[src/rtl/msi_snoop_ctrl.sv]
// Coherence initiator for a 2-CPU MSI system: snoops the peer cache, writes back or
// invalidates/downgrades its copy, fetches the line and fills the local cache.
// Optional build macro C2C_XFER_EN: forward a peer MODIFIED line directly into the fill.
module msi_snoop_ctrl #(
    parameter int SNOOP_LAT   = 1,
    parameter int MEM_TIMEOUT = 255
) (
    input  logic        clk,
    input  logic        rst_n,
    input  logic        req,
    input  logic [10:0] req_addr,
    input  logic        req_wr,
    output logic        busy,
    output logic        done,
    output logic        err,
    output logic        cpu_search,
    output logic [10:0] BOCI,
    output logic        invalidate_from_other_cpu,
    output logic        downgrade_other,
    input  logic        snoop_found,
    input  logic [1:0]  snoop_state,
    input  logic [63:0] snoop_data,
    output logic        mem_re,
    output logic        mem_we,
    output logic [10:0] mem_addr,
    output logic [63:0] mem_wdata,
    input  logic        mem_rdy,
    input  logic [63:0] mem_rdata,
    output logic        fill_we,
    output logic [10:0] fill_addr,
    output logic [63:0] fill_data,
    output logic [1:0]  fill_state
);

    localparam logic [1:0] ST_SHARED   = 2'd1;
    localparam logic [1:0] ST_MODIFIED = 2'd2;
    localparam logic [2:0] LAT_LOAD    = 3'(SNOOP_LAT - 1);
    localparam logic [7:0] TIMEOUT_LIM = 8'(MEM_TIMEOUT);

`ifdef C2C_XFER_EN
    localparam logic C2C_EN = 1'b1;
`else
    localparam logic C2C_EN = 1'b0;
`endif

    typedef enum logic [3:0] {
        S_IDLE      = 4'd0,
        S_SNOOP     = 4'd1,
        S_DECIDE    = 4'd2,
        S_WB        = 4'd3,
        S_INVAL     = 4'd4,
        S_DOWNGRADE = 4'd5,
        S_MEM_RD    = 4'd6,
        S_FILL      = 4'd7,
        S_DONE      = 4'd8
    } state_t;

    // Peer copy counts only when found and in a legal valid state (SHARED/MODIFIED).
    function automatic logic peer_in_state(input logic found, input logic [1:0] st,
                                           input logic [1:0] want);
        peer_in_state = found && (st == want);
    endfunction

    state_t      state_r;
    logic [2:0]  lat_cnt_r;
    logic [7:0]  wait_cnt_r;
    logic        req_wr_r;
    logic        peer_found_r;
    logic [1:0]  peer_state_r;
    logic [63:0] peer_data_r;

    logic        busy_r;
    logic        done_r;
    logic        err_r;
    logic        cpu_search_r;
    logic [10:0] boci_r;
    logic        inval_r;
    logic        downgrade_r;
    logic        mem_re_r;
    logic        mem_we_r;
    logic [10:0] mem_addr_r;
    logic [63:0] mem_wdata_r;
    logic        fill_we_r;
    logic [10:0] fill_addr_r;
    logic [63:0] fill_data_r;
    logic [1:0]  fill_state_r;

    logic        peer_mod_s;
    logic        peer_shr_s;
    logic        forward_s;
    logic [1:0]  fill_state_s;
    logic [7:0]  wait_nxt_s;
    logic        timeout_s;

    // Decode the sampled peer state and derive the fill attributes.
    always_comb begin
        peer_mod_s   = peer_in_state(peer_found_r, peer_state_r, ST_MODIFIED);
        peer_shr_s   = peer_in_state(peer_found_r, peer_state_r, ST_SHARED);
        forward_s    = peer_mod_s && C2C_EN;
        wait_nxt_s   = wait_cnt_r + 8'd1;
        timeout_s    = (wait_nxt_s == TIMEOUT_LIM);
        if (req_wr_r) begin
            fill_state_s = ST_MODIFIED;
        end else begin
            fill_state_s = ST_SHARED;
        end
    end

    // Transaction sequencer; every output is a register updated here.
    always_ff @(posedge clk or negedge rst_n) begin
        if (!rst_n) begin
            state_r      <= S_IDLE;
            lat_cnt_r    <= 3'd0;
            wait_cnt_r   <= 8'd0;
            req_wr_r     <= 1'b0;
            peer_found_r <= 1'b0;
            peer_state_r <= 2'd0;
            peer_data_r  <= 64'd0;
            busy_r       <= 1'b0;
            done_r       <= 1'b0;
            err_r        <= 1'b0;
            cpu_search_r <= 1'b0;
            boci_r       <= 11'd0;
            inval_r      <= 1'b0;
            downgrade_r  <= 1'b0;
            mem_re_r     <= 1'b0;
            mem_we_r     <= 1'b0;
            mem_addr_r   <= 11'd0;
            mem_wdata_r  <= 64'd0;
            fill_we_r    <= 1'b0;
            fill_addr_r  <= 11'd0;
            fill_data_r  <= 64'd0;
            fill_state_r <= 2'd0;
        end else begin
            case (state_r)
                S_IDLE: begin
                    if (req) begin
                        req_wr_r     <= req_wr;
                        busy_r       <= 1'b1;
                        boci_r       <= req_addr;
                        mem_addr_r   <= req_addr;
                        fill_addr_r  <= req_addr;
                        cpu_search_r <= 1'b1;
                        lat_cnt_r    <= LAT_LOAD;
                        state_r      <= S_SNOOP;
                    end else begin
                        state_r <= S_IDLE;
                    end
                end
                S_SNOOP: begin
                    if (lat_cnt_r == 3'd0) begin
                        cpu_search_r <= 1'b0;
                        peer_found_r <= snoop_found;
                        peer_state_r <= snoop_state;
                        peer_data_r  <= snoop_data;
                        state_r      <= S_DECIDE;
                    end else begin
                        lat_cnt_r <= lat_cnt_r - 3'd1;
                    end
                end
                S_DECIDE: begin
                    wait_cnt_r <= 8'd0;
                    if (peer_mod_s) begin
                        mem_we_r    <= 1'b1;
                        mem_wdata_r <= peer_data_r;
                        state_r     <= S_WB;
                    end else if (peer_shr_s && req_wr_r) begin
                        inval_r <= 1'b1;
                        state_r <= S_INVAL;
                    end else begin
                        mem_re_r <= 1'b1;
                        state_r  <= S_MEM_RD;
                    end
                end
                S_WB: begin
                    // mem_rdy arriving on the timeout cycle still completes normally.
                    if (mem_rdy) begin
                        mem_we_r <= 1'b0;
                        if (req_wr_r) begin
                            inval_r <= 1'b1;
                            state_r <= S_INVAL;
                        end else begin
                            downgrade_r <= 1'b1;
                            state_r     <= S_DOWNGRADE;
                        end
                    end else if (timeout_s) begin
                        mem_we_r <= 1'b0;
                        err_r    <= 1'b1;
                        state_r  <= S_DONE;
                    end else begin
                        wait_cnt_r <= wait_nxt_s;
                    end
                end
                S_INVAL, S_DOWNGRADE: begin
                    inval_r     <= 1'b0;
                    downgrade_r <= 1'b0;
                    if (forward_s) begin
                        fill_we_r    <= 1'b1;
                        fill_data_r  <= peer_data_r;
                        fill_state_r <= fill_state_s;
                        state_r      <= S_FILL;
                    end else begin
                        mem_re_r   <= 1'b1;
                        wait_cnt_r <= 8'd0;
                        state_r    <= S_MEM_RD;
                    end
                end
                S_MEM_RD: begin
                    if (mem_rdy) begin
                        mem_re_r     <= 1'b0;
                        fill_we_r    <= 1'b1;
                        fill_data_r  <= mem_rdata;
                        fill_state_r <= fill_state_s;
                        state_r      <= S_FILL;
                    end else if (timeout_s) begin
                        mem_re_r <= 1'b0;
                        err_r    <= 1'b1;
                        state_r  <= S_DONE;
                    end else begin
                        wait_cnt_r <= wait_nxt_s;
                    end
                end
                S_FILL: begin
                    fill_we_r <= 1'b0;
                    done_r    <= 1'b1;
                    state_r   <= S_DONE;
                end
                S_DONE: begin
                    // Shared completion cycle for done and err; busy drops afterwards.
                    done_r     <= 1'b0;
                    err_r      <= 1'b0;
                    busy_r     <= 1'b0;
                    boci_r     <= 11'd0;
                    mem_addr_r <= 11'd0;
                    state_r    <= S_IDLE;
                end
                default: begin
                    busy_r       <= 1'b0;
                    done_r       <= 1'b0;
                    err_r        <= 1'b0;
                    cpu_search_r <= 1'b0;
                    inval_r      <= 1'b0;
                    downgrade_r  <= 1'b0;
                    mem_re_r     <= 1'b0;
                    mem_we_r     <= 1'b0;
                    fill_we_r    <= 1'b0;
                    boci_r       <= 11'd0;
                    state_r      <= S_IDLE;
                end
            endcase
        end
    end

    assign busy                      = busy_r;
    assign done                      = done_r;
    assign err                       = err_r;
    assign cpu_search                = cpu_search_r;
    assign BOCI                      = boci_r;
    assign invalidate_from_other_cpu = inval_r;
    assign downgrade_other           = downgrade_r;
    assign mem_re                    = mem_re_r;
    assign mem_we                    = mem_we_r;
    assign mem_addr                  = mem_addr_r;
    assign mem_wdata                 = mem_wdata_r;
    assign fill_we                   = fill_we_r;
    assign fill_addr                 = fill_addr_r;
    assign fill_data                 = fill_data_r;
    assign fill_state                = fill_state_r;

endmodule

[config.mk]
export PLATFORM = sky130hd
export DESIGN_NAME = msi_snoop_ctrl
export DESIGN_NICKNAME = d
export VERILOG_FILES = /design/src/rtl/msi_snoop_ctrl.sv
export SDC_FILE = /design/constraint.sdc
export NUM_CORES = 1
export LEC_CHECK = 0
export CAP_MARGIN = 40
export CELL_PAD_IN_SITES_DETAIL_PLACEMENT = 0
export CELL_PAD_IN_SITES_GLOBAL_PLACEMENT = 1
export CORE_AREA = 2 2 161 179
export DETAILED_ROUTE_END_ITERATION = 8
export DIE_AREA = 0 0 163 181
export GPL_ROUTABILITY_DRIVEN = 0
export PLACE_DENSITY_LB_ADDON = 0.1
export SLEW_MARGIN = 0
export SYNTH_ARGS = -nofsm -noshare
export SYNTH_HDL_FRONTEND = slang
export SYNTH_SLANG_ARGS = --single-unit
[constraint.sdc]
create_clock -name clk -period 2.86 [get_ports clk]
set_clock_uncertainty 0.2 [all_clocks]
set_input_delay 0.715 -clock clk [delete_from_list [all_inputs] [get_ports clk]]
set_output_delay 0.715 -clock clk [all_outputs]
set_load 0.1 [all_outputs]
Word-level counts from Yosys, hierarchy flattened --
Cells that the tools add are included.
Word-level totals: flip-flop bits (word level) 255, input bits 147, output and inout bits 172
Operators by class: $add $sub $neg 2, equal/unequal tests 27, muxes and demuxes 44, bitwise gates (word level) 8, reductions and logical operators 35
Operators with widths (number):
- 11-bit one-hot mux with 2 select lines | 2
- 7-bit OR reduction | 5
- 4-bit one-hot mux with 7 select lines | 1
- 2-bit inequality test (second input constant) | 13
- 1-bit two-way mux | 18
- 3-bit AND reduction | 6
- 4-bit by 3-bit == test with 1-bit output (second input constant) | 4
- 4-bit two-way mux | 4
- 8-bit two-way mux | 2
- 8-bit one-hot mux with 2 select lines | 1
- 2-bit AND reduction | 7
- 6-bit OR reduction | 2
- 11-bit two-way mux | 1
- 1-bit one-hot mux with 2 select lines | 5
- 5-bit OR reduction | 2
- 3-bit two-way mux | 3
- 1-bit one-hot mux with 3 select lines | 3
- 8-bit by 1-bit adder with 8-bit output (second input constant) | 1
- 4-bit by 2-bit == test with 1-bit output (second input constant) | 2
- 8-bit == test (second input constant) | 1
- 1-bit inverter | 8
- 3-bit inequality test (second input constant) | 2
- 3-bit one-hot mux with 2 select lines | 1
- 2-bit nonzero test | 3
- other kinds (15) | 19

Depth between registers and ports, before layout --
depth after elaboration 6, mapped depth 8, depth with buffers taken out 7

Worst setup path before layout --
OpenSTA, ideal clock, no wires.
path type input port to flip-flop, start point input port mem_rdy, end point register wait_cnt_r[2], library setup time 0.118 ns, data arrival time 1.883 ns, setup slack 0.659 ns, stages 6, path buffers 1, cells stage by stage clkbuf_1 maj3_1 o21ai_0 o311a_1 o21ai_0 a21o_1
Between the ends: cells in the longest elaborated chain, start to end 2
Ends and longest elaborated chain:
- start, declared | RTL line 27 | input logic mem_rdy,
- 2-bit inequality test (no source line)
- 3-bit AND reduction (no source line)
- end signal, assigned | RTL line 191 | wait_cnt_r <= wait_nxt_s;
- end signal, assigned | RTL line 220 | wait_cnt_r <= wait_nxt_s;
- end, declared | RTL line 66 | logic [7:0] wait_cnt_r;
No other way between the ends. A chain may end at the register's enable or synchronous reset.

Worst setup path in the final report --
start point register wait_cnt_r[1], end point register wait_cnt_r[6]
Between the ends: cells in the longest elaborated chain, start to end 4, elaborated cells on any way between the ends 7, those cells by class add/sub: 1; eq/ne: 2; mux: 3; reduce/logical: 1
Ends and longest elaborated chain:
- 8-bit by 1-bit adder with 8-bit output * | RTL line 100 | wait_nxt_s = wait_cnt_r + 8'd1;
- 8-bit == test / 8-bit two-way mux (equally long branches) | RTL line 101, 186, 215
- 2-bit inequality test (no source line) / 8-bit two-way mux (equally long branches)
- 3-bit AND reduction (no source line) / 8-bit one-hot mux with 2 select lines (equally long branches)
Mark *: on every way between the ends. The rest lies on a longest branch, timed or not. The select of a mux whose other input is x is not followed.

==> run summary <==
The run gives 0 as the detailed-route DRC error count. By area, the combinational part of the netlist is dominated by multiplexers. Once detail routing completed, the nets flagged for antenna violations numbered 0. The area of the core came out at 27,600 sq um. The number of synthesized flops with an enable pin is 0, and the count of pins over their slew limit is 0. The synthesized netlist occupies a cell area of 10,100 sq um. In this run the worst path has a maximum fanout of 14. The first global-routing pass estimated 39,700 um of wire.

In this run the most critical hold path is launched from fill_addr[7]$_DFFE_PN0P_. The number of hold violations in the final report was 0. The detailed-route wire length came out at 25,100 um. The logs give 255 for the TritonCTS sink count and 0 for the total congestion overflow. The time the final worst path needs with I/O delays and setup is 2.30 ns, and the number of top-level pins is 319. For the worst setup path, the data arrival time is 2.51 ns.

The layout has 2,431 filler cells. The number of port buffers works out to 318. The endpoint identified for the worst register-to-register timing path is wait_cnt_r[6]$_DFFE_PN0P_. The fraction of the cycle the final worst path needs was 80.3%. The run gives 858 as the net count after synthesis. For flop-to-flop paths, the worst setup slack is 0.56 ns.

The pin count of the biggest net entering global routing is 60, and the clock slew seen by the registers of the worst setup and hold paths is 0.06 ns. The worst hold path class is reg -> reg. TritonCTS created 29 clock buffers. For this run, the number of Yosys warnings is 0. Global routing used 16.9% of the available tracks. Row generation in the floorplan step produced 64 rows. The die span in y is 181 um, and the H-tree depth reported by CTS is 1. The run finished with clean final reports.

In this run the critical register-to-register path is launched from wait_cnt_r[1]$_DFFE_PN0P_. TritonCTS built the clock tree. For this configuration, the core starts out at a cell density of 36.6%. Post-CTS timing repair inserted 0 buffers for setup. The leading area contributor after synthesis was dfrtp_1.

The floorplan step defined a die boundary enclosing 29,500 sq um. Setup repair after global routing left no endpoint under its margin. Data on the critical path is required at its endpoint by 3.08 ns. After synthesis, the mean cell area works out to 14.3 sq um. The type of destination of the critical path is a register. The fmax is 0.435 GHz. The compound-gate portion of the synthesized area is 3.98%, and the number of setup violations in the final report is 0.

The number of buffers inserted for hold repair after clock tree synthesis is 1, and the horizontal extent of the die is 163 um. For this run, the post-layout net count is 1,198. Post-synthesis simple-gate area fraction: 6.08%. The clock passes through at most 3 buffers.

The logs give 63.2% for the register area share after synthesis and 67.1% for the headroom to the max-slew limit. Summed over all failing endpoints, the final setup total negative slack is 0 ns. The number of global-route vias before repair is 6,946, and the clock latency reported for the late side of the worst-skew pair is 0.52 ns. After synthesis, the largest area contributor takes up 63.2% of total cell area. Post-CTS repair changed the size of 0 cells. In the routed layout, each cell is associated on average with a via count of 4.67. In the synthesized netlist the dominant register cell turns out to be dfrtp_1.

The synthesis-to-layout area growth is 44.7%, and the number of max-capacitance violations reported is 0. The count of unique library cells instantiated by Yosys came out at 48. The routed wire length per instance is 17.6 um, and the total iterations of the first detailed-routing run is 4. The clock root buffer master was clkbuf_16. Ranked by total cell area, the synthesized netlist is headed by dfrtp_1, mux2_2, mux2_4. Counting cells, the worst reg-to-reg path comes to 6. The number of cells traversed by the worst hold path came out at 2. Summing the areas of all xor and xnor instances in the mapped netlist gives 0.347% of the synthesized area.

The tools report the estimated wirelength of the detail-placed design as 18,000 um. For the pin with the worst max-slew slack, the measured transition is 0.494 ns. The via count was 6,680; the post-route worst hold slack was 0.277 ns. Adder-cell share of the synthesized area: 0.594%.

After synthesis, the share of cell area in mux cells is 23.5%. The iteration-0 DRC count of the detailed router is 220, and the post-synthesis register bit count is 255. The post-synthesis async set-or-reset flop share was 100%. The most common cell in the synthesized netlist is dfrtp_1. The cell count after synthesis came out at 707. The critical path in this run is classified as reg -> reg.

The commonest cells after synthesis are dfrtp_1, mux2_2, nand2_1. The post-route netlist has 42.5% of its cells at a drive strength greater than 1. The initial antenna violation count came out at 1.

For hold timing, the worst endpoint is fill_addr[7]$_DFFE_PN0P_. The nature of the critical path startpoint is a register.
-- worst max-delay path by stage --
stage                                    startpoint                         to  cells past startpoint
after floorplan                             mem_rdy  wait_cnt_r[2]$_DFFE_PN0P_                      6
after global placement                      mem_rdy  wait_cnt_r[7]$_DFFE_PN0P_                      6
after detailed placement                    mem_rdy  wait_cnt_r[6]$_DFFE_PN0P_                      6
after CTS                 wait_cnt_r[1]$_DFFE_PN0P_  wait_cnt_r[6]$_DFFE_PN0P_                      6
after global routing      wait_cnt_r[1]$_DFFE_PN0P_  wait_cnt_r[6]$_DFFE_PN0P_                      6
final                     wait_cnt_r[1]$_DFFE_PN0P_  wait_cnt_r[6]$_DFFE_PN0P_                      6
-- worst max-delay path, stage by stage (launching register included) --
cell     delay (ns)
dfrtp_1        0.42
ha_1           0.25
xnor2_1        0.14
or3_4          0.40
o21ai_2        0.42
o21ai_0        0.17
a21o_1         0.19
-- stage by stage --
stage	instance area (sq um)	utilization (%)	cells	worst slack (ns)
global route	14600	52.9	1431	0.377
global placement	13500	48.8	1377	0.211
floorplan	10100	-	707	0.659
detailed placement	13500	48.8	1378	0.215
finish	14600	52.9	1431	0.563
CTS	14600	52.9	1430	0.541
-- sequential cells by signal, indices dropped and copies added (netlist names), 2 cells and up --
register / count
peer_state_r: 2
fill_state: 2
fill_data: 64
BOCI: 11
lat_cnt_r: 3
fill_addr: 11
peer_data_r: 64
wait_cnt_r: 8
mem_wdata: 64
state_r: 4
mem_addr: 11
-- layout make-up --
class | count | area (sq um) | area share [%]
Antenna cell | 1 | 2.50 | 0.0171
Inverter | 8 | 30.0 | 0.205
Clock buffer | 37 | 806 | 5.51
Sequential cell | 255 | 6380 | 43.6
Tap cell | 363 | 454 | 3.11
Multi-Input combinational cell | 407 | 3500 | 23.9
Timing Repair Buffer | 346 | 3120 | 21.3
Clock inverter | 14 | 327 | 2.23
-- cell usage in the layout, fill, tap and decap left out, types with 2 or more instances in the layout --
cell	n
buf_4	187
inv_1	7
a31oi_1	2
nand2_1	84
clkbuf_1	3
clkbuf_16	29
clkbuf_8	5
clkinv_2	2
nor2_1	8
a21o_1	5
nand2b_1	5
nor3_1	4
o21bai_1	3
nor4_1	2
a22oi_1	2
ha_1	4
nor2b_1	4
mux2_4	38
o21ai_0	19
nand3b_1	2
nand3_1	6
a21oi_1	24
o22ai_1	2
buf_12	12
bufinv_16	10
o311a_1	2
o211ai_1	2
or3_1	2
and3_1	5
clkdlybuf4s50_1	145
mux2_2	159
xnor2_1	4
dfrtp_1	255
-- cell families (layout without fill, tap and decap cells) --
logic type	after synthesis	in the layout
xor+xnor	4	4
other cells	0	1
flops	255	255
compound gates	67	67
simple gates	133	133
fa+ha+maj	5	5
buf+inv	45	405
mux	198	198
-- layer usage --
metal	GRT usage (%)	wire, um	vias up
met5	0	0	-
met1	22.2	10800	3332
met2	28.5	12400	180
met3	3.65	1530	32
li1	-	-	3136
met4	4.04	430	0
Power is not shown: default switching activity piles up to over one toggle a cycle in this logic, so the estimate is an artifact.
